## config.mk

```make
export PLATFORM = sky130hd
export DESIGN_NAME = coin_acceptor
export DESIGN_NICKNAME = d
export VERILOG_FILES = /design/src/rtl/coin_acceptor.sv
export SDC_FILE = /design/constraint.sdc
export NUM_CORES = 1
export LEC_CHECK = 0
export CAP_MARGIN = 20
export CORE_UTILIZATION = 46
export CTS_CLUSTER_SIZE = 28
export DETAILED_ROUTE_END_ITERATION = 10
export GPL_TIMING_DRIVEN = 1
export PLACE_DENSITY = 0.74
export REMOVE_ABC_BUFFERS = 1
export SYNTH_ARGS = -nofsm -noshare
export SYNTH_HDL_FRONTEND = slang
export SYNTH_SLANG_ARGS = --single-unit
```

## constraint.sdc

```tcl
create_clock -name clk -period 1.5 [get_ports clk]
set_clock_uncertainty 0.15 [all_clocks]
set_input_delay 0.15 -clock clk [delete_from_list [all_inputs] [get_ports clk]]
set_output_delay 0.15 -clock clk [all_outputs]
set_load 0.01 [all_outputs]
```

## src/rtl/coin_acceptor.sv

```systemverilog
// Coin-chute front end: synchronizes and debounces two sensors into exclusive one-cycle coin pulses.
// Optional input synchronizer is enabled by defining COIN_ACCEPTOR_SYNC_EN.
module coin_acceptor #(
    parameter int DEBOUNCE_CYCLES = 4,
    parameter int HOLDOFF_CYCLES  = 2
) (
    input  logic clk,
    input  logic reset_n,
    input  logic sense_5,
    input  logic sense_10,
    output logic coin_5,
    output logic coin_10,
    output logic coin_reject,
    output logic busy
);

    localparam int CNT_MAX = (DEBOUNCE_CYCLES > HOLDOFF_CYCLES) ? DEBOUNCE_CYCLES : HOLDOFF_CYCLES;
    localparam int CW      = $clog2(CNT_MAX + 1);

    localparam logic [CW-1:0] DEB_LAST  = CW'(DEBOUNCE_CYCLES - 1);
    localparam logic [CW-1:0] HOLD_LAST = (HOLDOFF_CYCLES > 0) ? CW'(HOLDOFF_CYCLES - 1) : '0;

    typedef enum logic [1:0] {
        IDLE,
        DEBOUNCE,
        WAIT_RELEASE,
        HOLDOFF
    } state_t;

    // Sensor pair as seen by the FSM: bit 1 is the 10-unit sensor, bit 0 the 5-unit sensor.
    logic [1:0] p;

`ifdef COIN_ACCEPTOR_SYNC_EN
    logic [1:0] sync_1;
    logic [1:0] sync_2;

    // NOTE: sequential state uses non-blocking (<=) so every flop samples pre-edge values.
    always_ff @(posedge clk or negedge reset_n) begin
        if (!reset_n) begin
            sync_1 <= '0;
            sync_2 <= '0;
        end else begin
            sync_1 <= {sense_10, sense_5};
            sync_2 <= sync_1;
        end
    end

    assign p = sync_2;
`else
    assign p = {sense_10, sense_5};
`endif

    state_t          state;
    state_t          state_next;
    logic [CW-1:0]   cnt;
    logic [CW-1:0]   cnt_next;
    logic [1:0]      pat;
    logic [1:0]      pat_next;
    logic            accept;
    logic [1:0]      accept_pat;

    // Reset parks in WAIT_RELEASE so a coin already in the chute must be released before counting.
    always_ff @(posedge clk or negedge reset_n) begin
        if (!reset_n) begin
            state       <= WAIT_RELEASE;
            cnt         <= '0;
            pat         <= '0;
            coin_5      <= 1'b0;
            coin_10     <= 1'b0;
            coin_reject <= 1'b0;
        end else begin
            state       <= state_next;
            cnt         <= cnt_next;
            pat         <= pat_next;
            coin_5      <= accept && (accept_pat == 2'b01);
            coin_10     <= accept && (accept_pat == 2'b10);
            coin_reject <= accept && (accept_pat == 2'b11);
        end
    end

    // NOTE: every combinational output gets a default first, so no path can infer a latch.
    always_comb begin
        state_next = state;
        cnt_next   = cnt;
        pat_next   = pat;
        accept     = 1'b0;
        accept_pat = pat;

        unique case (state)
            IDLE: begin
                if (p != 2'b00) begin
                    pat_next = p;
                    if (DEBOUNCE_CYCLES == 1) begin
                        accept     = 1'b1;
                        accept_pat = p;
                        state_next = WAIT_RELEASE;
                        cnt_next   = '0;
                    end else begin
                        state_next = DEBOUNCE;
                        cnt_next   = CW'(1);
                    end
                end
            end

            DEBOUNCE: begin
                if (p != pat) begin
                    state_next = IDLE;
                    cnt_next   = '0;
                end else if (cnt == DEB_LAST) begin
                    accept     = 1'b1;
                    state_next = WAIT_RELEASE;
                    cnt_next   = '0;
                end else begin
                    cnt_next = cnt + CW'(1);
                end
            end

            WAIT_RELEASE: begin
                if (p != 2'b00) begin
                    cnt_next = '0;
                end else if (cnt == DEB_LAST) begin
                    cnt_next   = '0;
                    state_next = (HOLDOFF_CYCLES == 0) ? IDLE : HOLDOFF;
                end else begin
                    cnt_next = cnt + CW'(1);
                end
            end

            HOLDOFF: begin
                if (cnt == HOLD_LAST) begin
                    state_next = IDLE;
                    cnt_next   = '0;
                end else begin
                    cnt_next = cnt + CW'(1);
                end
            end

            default: begin
                state_next = IDLE;
                cnt_next   = '0;
            end
        endcase
    end

    assign busy = (state != IDLE);

endmodule

```

## Yosys cells after proc, flatten, opt, wreduce, memory -nomap -nowiden

Cells that the tools add are included.
Widths: inputs -> output; s select.

| storage, ports and cells | value |
|---|---|
| logic and storage cells | 45 |
| register bits after elaboration | 10 |
| output and inout bits | 4 |
| input port bits | 4 |

| operators by class | value |
|---|---|
| eq/ne operators | 14 |
| $add $sub $neg | 1 |
| mux-type cells | 16 |
| reductions and logical operators | 8 |

Operators by type and width:

| kind | number |
|---|---|
| $mux 3 | 5 |
| $mux 2 | 6 |
| $pmux 3 s4 | 1 |
| $eq 2x2->1 const B | 4 |
| $ne 2x2->1 const B | 4 |
| $pmux 2 s4 | 1 |
| $reduce_and 5->1 | 1 |
| $eq 2x1->1 const B | 2 |
| $reduce_bool 2->1 | 2 |
| $add 3x1->3 const B | 1 |
| $eq 3x1->1 const B | 1 |
| $eq 3x2->1 const B | 1 |
| $logic_and 1x1->1 | 3 |
| $mux 1 | 3 |
| $ne 3x3->1 const B | 1 |
| $logic_not 2->1 | 1 |
| $ne 2x2->1 | 1 |
| $reduce_and 2->1 | 1 |

## Longest topological paths before layout

Gate-level depths: netlist (run 1).

| depth | value |
|---|---|
| depth after elaboration | 5 |
| gate-level depth with buffers | 5 |
| mapped depth without buffers | 5 |

## Least setup slack after synthesis (run 1)

OpenSTA, ideal clock, no wires.

| path | value |
|---|---|
| kind | register -> register |
| start | register cnt[0] |
| end | register state[0] |
| stages on the path, launching flop included | 6 |
| buffers on the path | 0 |
| path slack | 0.002 ns |
| period minus slack after synthesis | 1.498 ns |
| arrival time | 1.262 ns |
| setup time | 0.087 ns |
| path through | dfrtp_1 -> ha_1 -> ha_1 -> nand2_1 -> mux2_1 -> o211ai_1 |

| between the ends | value |
|---|---|
| cells in the longest elaborated chain, start to end | 3 |
| elaborated cells on any way between the ends | 6 |

RTL lines:

| element | line | source |
|---|---|---|
| start: declaration | 55 | `logic [CW-1:0] cnt;` |
| start signal: assignment | 73 | `cnt <= cnt_next;` |
| $eq 3x2->1 or $eq 3x1->1 (tied branches) | 109, 121, 130 |  |
| $ne 3x3->1 (no source line) or $ne 2x2->1 (tied branches) | -- |  |
| $reduce_and 5->1 (no source line) * | -- |  |
| end signal: assignment | 72 | `state <= state_next;` |
| end: declaration | 53 | `state_t state;` |

Every way passes the cells marked *; elsewhere a longest branch is shown, timed or not.
A chain may end at the register's enable or synchronous reset.

## Worst setup path in the final report (run 1)

| path | value |
|---|---|
| start | register cnt[1] |
| end | register cnt[0] |

| between the ends | value |
|---|---|
| cells in the longest elaborated chain, start to end | 4 |
| elaborated cells on any way between the ends | 7 |

RTL lines:

| element | line | source |
|---|---|---|
| $eq 3x2->1 | 109, 121 |  |
| $mux 3 | 109, 121 |  |
| $mux 3, on equally long branches | 119, 106 |  |
| $pmux 3 s4 * | 89 | `unique case (state)` |

Marks and branches as above.

==> results of run 1 <==
==> kinds of logic (layout without fill, tap and decap cells) <==
logic type | count (synthesis) | after routing
AO/OA/AOI/OAI | 14 | 14
multiplexers | 1 | 1
adder cells (fa/ha/maj) | 4 | 4
flip-flops | 10 | 10
AND/OR/NAND/NOR | 19 | 19
XOR/XNOR | 2 | 2
buffers and inverters | 11 | 33
==> routing by layer <==
| metal | GRT usage, % | vias up |
|---|---|---|
| met1 | 28.8 | 264 |
| met2 | 28.3 | 28 |
| met5 | 0 | - |
| met4 | 2.59 | 0 |
| li1 | - | 267 |
| met3 | 5.20 | 4 |
==> report_power, final <==
group / leakage (nW) / switching, mW / internal, mW / total, mW
Sequential: 0.126 / 0.0945 / 0.351 / 0.446
Combinational: 0.236 / 0.413 / 0.469 / 0.881
Clock: 0.0210 / 0.0937 / 0.147 / 0.241
==> layout make-up <==
cell class | instances | area [um2] | area share (%)
clock buffer | 4 | 36.3 | 4.04
inverter | 8 | 30.0 | 3.34
multi-input combinational | 40 | 383 | 42.6
sequential | 10 | 251 | 28.0
tap | 15 | 18.8 | 2.09
timing repair buffer | 21 | 179 | 19.9
==> cells in the mapped netlist, types with 2 or more instances <==
cell type                 instances  area, um2
sky130_fd_sc_hd__ha_1             4       50.1
sky130_fd_sc_hd__nand4_1          2       12.5
sky130_fd_sc_hd__xnor2_2          2       32.5
sky130_fd_sc_hd__a31oi_1          4       25.0
sky130_fd_sc_hd__nand2_1          5       18.8
sky130_fd_sc_hd__nor3b_1          2       15.0
sky130_fd_sc_hd__dfrtp_1          9        225
sky130_fd_sc_hd__inv_1            8       30.0
==> metrics by stage <==
step	setup WS, ns	TNS, ns	cells	utilization, %	hold slack (ns)
2_1_floorplan	0.00128	0	58	-	-0.296
3_3_place_gp	-0.165	-0.877	91	60.9	0.337
3_5_place_dp	-0.189	-1.03	91	60.9	0.336
5_1_grt	-0.0497	-0.178	98	69.9	0.0711
6_report	-0.00743	-0.00743	98	69.9	0.0428
4_1_cts	0.000315	0	95	64.6	0.0588
==> state kept, by name, indices dropped and copies added (netlist names), named ones only <==
register / flops
state: 1
coin_10: 1
coin_5: 1
accept_pat: 2
coin_reject: 1
cnt: 3
==> timing repair <==
action / 4_1_cts / 5_1_grt
resized for setup: 3 / 10
gates cloned: 0 / 0
endpoints found under the setup margin: 3 / 6
pin swaps: 0 / 7
buffers inserted: 0 / 3
==> path summary, 6_finish.rpt <==
path	slack (ns)	cells after the start	start	to
min in group clk	0.40	1	accept_pat[0]$_DFFE_PN0P_	coin_10$_DFF_PN0_
setup reg to reg	-0.007	4	cnt[1]$_DFFE_PN0P_	cnt[0]$_DFFE_PN0P_
hold reg to reg	0.40	1	accept_pat[0]$_DFFE_PN0P_	coin_10$_DFF_PN0_
max in group asynchronous	0.83	1	reset_n	async pin
hold / removal	0.04	1	reset_n	cnt[1]$_DFFE_PN0P_
setup / recovery	-0.007	4	cnt[1]$_DFFE_PN0P_	cnt[0]$_DFFE_PN0P_
==> summary.md, run 1 <==
- outcome: finished with violations
- number of antenna violations at the first check in global routing: 0
- Max H-tree Level: 1
- Slew @ Worst Pin: 0.432 ns
- maximum number of pins on one net before global-route repair: 11
- most common cell after layout, fill and taps aside: sky130_fd_sc_hd__buf_4
- total met3 wirelength after detailed routing: 75 um
- count of TritonRoute iterations in the first routing pass: 4
- combinational family with the most area after synthesis: simple AND/OR/NAND/NOR gates
- via count of the first global-routing pass: 435
- quantity of hold-fixing buffers added after cts: 0
- cells traversed along the worst timing path: ha_2, ha_4, buf_6, o41ai_2
- placeable core area: 0.00128 mm2
- violations in the final reports: negative setup slack
- number of instances in the synthesized netlist: 61
- highest-count cells in the layout ignoring fill and taps: 13 x sky130_fd_sc_hd__buf_4, 9 x sky130_fd_sc_hd__dfrtp_1, 7 x sky130_fd_sc_hd__inv_1, 6 x sky130_fd_sc_hd__clkdlybuf4s50_1, 5 x sky130_fd_sc_hd__nand2_1
- proportion of layout cells with a drive suffix above 1: 41.0%
- top-level I/O count: 8
- clock insertion delay at the later pin of the skew report: 0.26 ns
- area of the mapped netlist: 634 um2
- count of state elements after synthesis: 10
- time the final worst path needs with I/O delays and setup: 1.51 ns
- Tcrit/Tclk final: 100%
- worst-path cell with the longest stage delay: sky130_fd_sc_hd__dfrtp_1
- aggregate routed wire length: 1340 um
- final number of max-transition violations: 0
- unrepaired setup endpoints after global routing: yes
- CTS tree: done
- Avg Vias per Cell: 5.74
- Antenna Nets Post-Route: 0
- Ant. Diodes: 0
- area growth from synthesis to layout: 41.6%
- maximum root-to-sink buffer count: 2
- portion of the post-synthesis area used by sequential elements: 39.6%
- fraction of the mapped netlist area in compound gates: 18.5%
- vias after detailed routing: 563
- number of buffer and inverter instances along the worst setup path: 1
- Leak: 0.383 nW
- highest cell delay on the worst timing path: 0.40 ns
- number of enable flip-flop cells after synthesis: 0
- total power: 1.57 mW
- input/output buffers: 7
- kind of start point of the critical path: flop
- finished layout cell area: 898 um2
- cell area power density: 1750 mW/mm2
- Site Rows: 13
- total number of clock tree sinks: 10
- global-route wire length before repair: 2000 um
- count of endpoints failing hold in the final timing report: 0
- total of max-cap violations: 0
- final worst-path setup slack: -0.00743 ns
- total die area: 0.00153 mm2
- multiplexer fraction of the synthesized cell area: 1.78%
- largest fanout of any net on the critical path: 4
- gr ovfl total: 0
- clock root buffer master: sky130_fd_sc_hd__clkbuf_4
- CP Capture Type: flop
- DIE WIDTH: 39.1 um
- final weighted congestion in routability-driven placement: 0.961
- class of the most critical setup path: reg -> reg
- synthesized-area fraction occupied by adder cells: 7.89%
- Filler cells: 98
- clock buffers created by TritonCTS: 3
- sum of net half-perimeters after detailed placement: 917 um
- fin nets: 92
- total routing usage reported by global routing: 19.4%
- Starting Density: 49.4%
- met2 routed WL: 625 um
- floorplan die height: 39.1 um
- peak ir drop on the vdd network: 0.913 mV
- max layer used: met4
- number of distinct library cells after synthesis: 33
- Routed WL per cell: 13.7 um
- Setup violations, final: 1
- post-placement cell area: 782 um2
- async set-or-reset flop fraction in the synthesized netlist: 100%
- post-synthesis xor/xnor area fraction: 5.13%
- relative max-transition margin: 71.1%
- clk slew on worst S/H paths: 0.07 ns
- initial detailed-routing violation count: 21
- Metal-1 WL: 633 um
- critical path required time: 1.50 ns
- DRC violation count after routing: 0
- kind of cell adding the most delay to the critical path: flip-flops
- synthesized-area fraction occupied by and/or/nand/nor cells: 18.5%
- highest clock frequency the design can meet: 663 MHz
- syn avg cell area: 10.4 um2
- endpoint arrival time on the critical path: 1.51 ns
- worst hold path type: in -> async
- most instantiated flip-flop cell in the synthesis netlist: sky130_fd_sc_hd__dfrtp_1
- number of warnings printed during yosys synthesis: 0
Note: power is estimated with default switching activity, not from simulation.
==> run 2: changes to the inputs <==
- SETUP_SLACK_MARGIN: not set -> 0.05
==> run 2 against run 1 <==
The flow still finishes with violations (negative setup slack). Worst hold slack improved by 0.0062 ns. Largest power group unchanged. Maximum frequency decreased by 4.6%. Clock power about the same. Die area unchanged. Register-to-register slack got worse by 0.07 ns. Highest routed layer unchanged. Routed wire length increased by 17%. Critical endpoint is now coin_10$_DFF_PN0_. Critical path depth increased by 1. Sequential share of layout area decreased by 1.4 points. Non-clock buffer count unchanged. Count of clock-buffer cells in the layout unchanged. Power increased by 4.3%.
==> summary.md, run 2 (synthesis results as in run 1) <==
- internal power: 0.988 mW
- max reg flops: 3
- via count of the first global-routing pass: 455
- register-to-register path setup slack: -0.08 ns
- proportion of power drawn by flip-flops and latches: 28.4%
- dpl cells: 91
- input/output buffers: 7
- total number of clock tree sinks: 10
- fin nets: 92
- Leak: 0.422 nW
- Routed WL per cell: 16.1 um
- unrepaired setup endpoints after global routing: yes
- clock insertion delay at the later pin of the skew report: 0.26 ns
- vias after detailed routing: 567
- clk slew on worst S/H paths: 0.07 ns
- quantity of hold-fixing buffers added after cts: 0
- worst hold path type: in -> async
- Avg Vias per Cell: 5.79
- Reg2Reg Depth: 5
- class of the most critical setup path: reg -> reg
- largest fanout of any net on the critical path: 5
- peak ir drop on the vdd network: 0.905 mV
- count of TritonRoute iterations in the first routing pass: 4
- share of total power consumed by net switching: 39.6%
- critical register-to-register path endpoint: coin_10$_DFF_PN0_
- initial detailed-routing violation count: 17
- number of antenna violations at the first check in global routing: 0
- reg-to-reg critical path startpoint: cnt[0]$_DFFE_PN0P_
- final number of max-transition violations: 0
- aggregate routed wire length: 1570 um
- outcome: finished with violations
- total die area: 0.00153 mm2
- final worst-path setup slack: -0.0803 ns
- Antenna Nets Post-Route: 0
- Comb pwr share: 56.9%
- cells traversed along the worst timing path: ha_4, ha_4, buf_4, nand4_1, nor3b_2
- highest-count cells in the layout ignoring fill and taps: 10 x sky130_fd_sc_hd__buf_4, 9 x sky130_fd_sc_hd__dfrtp_1, 7 x sky130_fd_sc_hd__inv_1
- count of endpoints failing hold in the final timing report: 0
- kind of start point of the critical path: flop
- hold_ws: 0.0490 ns
- last element of the critical path: coin_10$_DFF_PN0_
- net switching power figure: 0.648 mW
- total of max-cap violations: 0
- cell area power density: 1730 mW/mm2
- endpoint arrival time on the critical path: 1.59 ns
- Starting Density: 49.4%
- Ant. Diodes: 0
- gr ovfl total: 0
- total routing usage reported by global routing: 20.9%
- Tcrit/Tclk final: 105%
- Finished Layout Cells: 98
- final weighted congestion in routability-driven placement: 0.961
- proportion of layout cells with a drive suffix above 1: 49.4%
- crit path launch: cnt[0]$_DFFE_PN0P_
- maximum number of pins on one net before global-route repair: 11
- Site Rows: 13
- CTS tree: done
- critical path's most frequent cell: sky130_fd_sc_hd__ha_4
- floorplan die height: 39.1 um
- global-route wire length before repair: 2170 um
- time the final worst path needs with I/O delays and setup: 1.58 ns
- Final Core Density: 73.5%
- clock buffers created by TritonCTS: 3
- sum of net half-perimeters after detailed placement: 917 um
- worst-path cell with the longest stage delay: sky130_fd_sc_hd__dfrtp_1
- Slew @ Worst Pin: 0.441 ns
- Clk network pwr share: 14.7%
- CP Capture Type: flop
- total power: 1.64 mW
- maximum root-to-sink buffer count: 2
- top-level I/O count: 8
- most common cell after layout, fill and taps aside: sky130_fd_sc_hd__buf_4
- placeable core area: 0.00128 mm2
- Setup violations, final: 1
- highest clock frequency the design can meet: 633 MHz
- critical path required time: 1.51 ns
- violations in the final reports: negative setup slack
- Max H-tree Level: 1
- DRC violation count after routing: 0
- highest cell delay on the worst timing path: 0.42 ns
- area growth from synthesis to layout: 48.9%
- clock root buffer master: sky130_fd_sc_hd__clkbuf_4
- relative max-transition margin: 70.5%
- aggregate negative setup slack: -0.0803 ns
- Biggest register: cnt
- DIE WIDTH: 39.1 um
==> run 2: stage by stage <==
step | instance area, um2 | worst slack, ns
2_1_floorplan | 611 | 0.00128
4_1_cts | 855 | 0.0300
5_1_grt | 945 | -0.145
3_3_place_gp | 782 | -0.165
3_5_place_dp | 782 | -0.189
6_report | 945 | -0.0803
==> run 2: power groups by stage <==
| stage | sequential [mW] | clock (mW) | combinational [mW] |
|---|---|---|---|
| after floorplan | 0.461 | 0 | 0.420 |
| after global placement | 0.446 | 0 | 0.715 |
| after detailed placement | 0.444 | 0 | 0.730 |
| after CTS | 0.440 | 0.240 | 0.769 |
| after global routing | 0.475 | 0.258 | 0.994 |
| final | 0.464 | 0.241 | 0.930 |
==> run 2: final cells by class <==
class                      count  area [um2]
tap                           15        18.8
timing repair buffer          21         190
inverter                       8        32.5
fill                          85         340
sequential                    10         251
clock buffer                   4        36.3
multi-input combinational     40         415
==> run 2: routing by layer <==
metal / track usage, % / up-vias / wire length, um
li1: - / 264 / -
met1: 30.9 / 278 / 703
met2: 31.3 / 21 / 771
met3: 5.20 / 4 / 76
met4: 2.59 / 0 / 21
met5: 0 / - / 0
==> run 2: worst min path at each step <==
stage,start,to
detailed placement,reset_n,cnt[1]$_DFFE_PN0P_
floorplan,reset_n,accept_pat[0]$_DFFE_PN0P_
CTS,reset_n,cnt[1]$_DFFE_PN0P_
global route,reset_n,cnt[1]$_DFFE_PN0P_
global placement,reset_n,cnt[1]$_DFFE_PN0P_
finish,reset_n,cnt[1]$_DFFE_PN0P_
==> run 2: repair_timing <==
| action | in CTS | in global routing |
|---|---|---|
| gates resized for setup | 6 | 21 |
| setup buffers | 2 | 1 |
| pin swaps | 2 | 11 |
| cloned | 0 | 0 |
| endpoints found under the hold margin | 0 | 0 |
| setup endpoints to repair | 6 | 8 |
==> run 2: worst max-delay path, delay by kind of cell (launching register included) <==
family / cells / cell delay (ns)
adders and majority gates: 2 / 0.33
DFF: 1 / 0.42
and+or+nand+nor: 2 / 0.47
buffers and inverters: 1 / 0.11
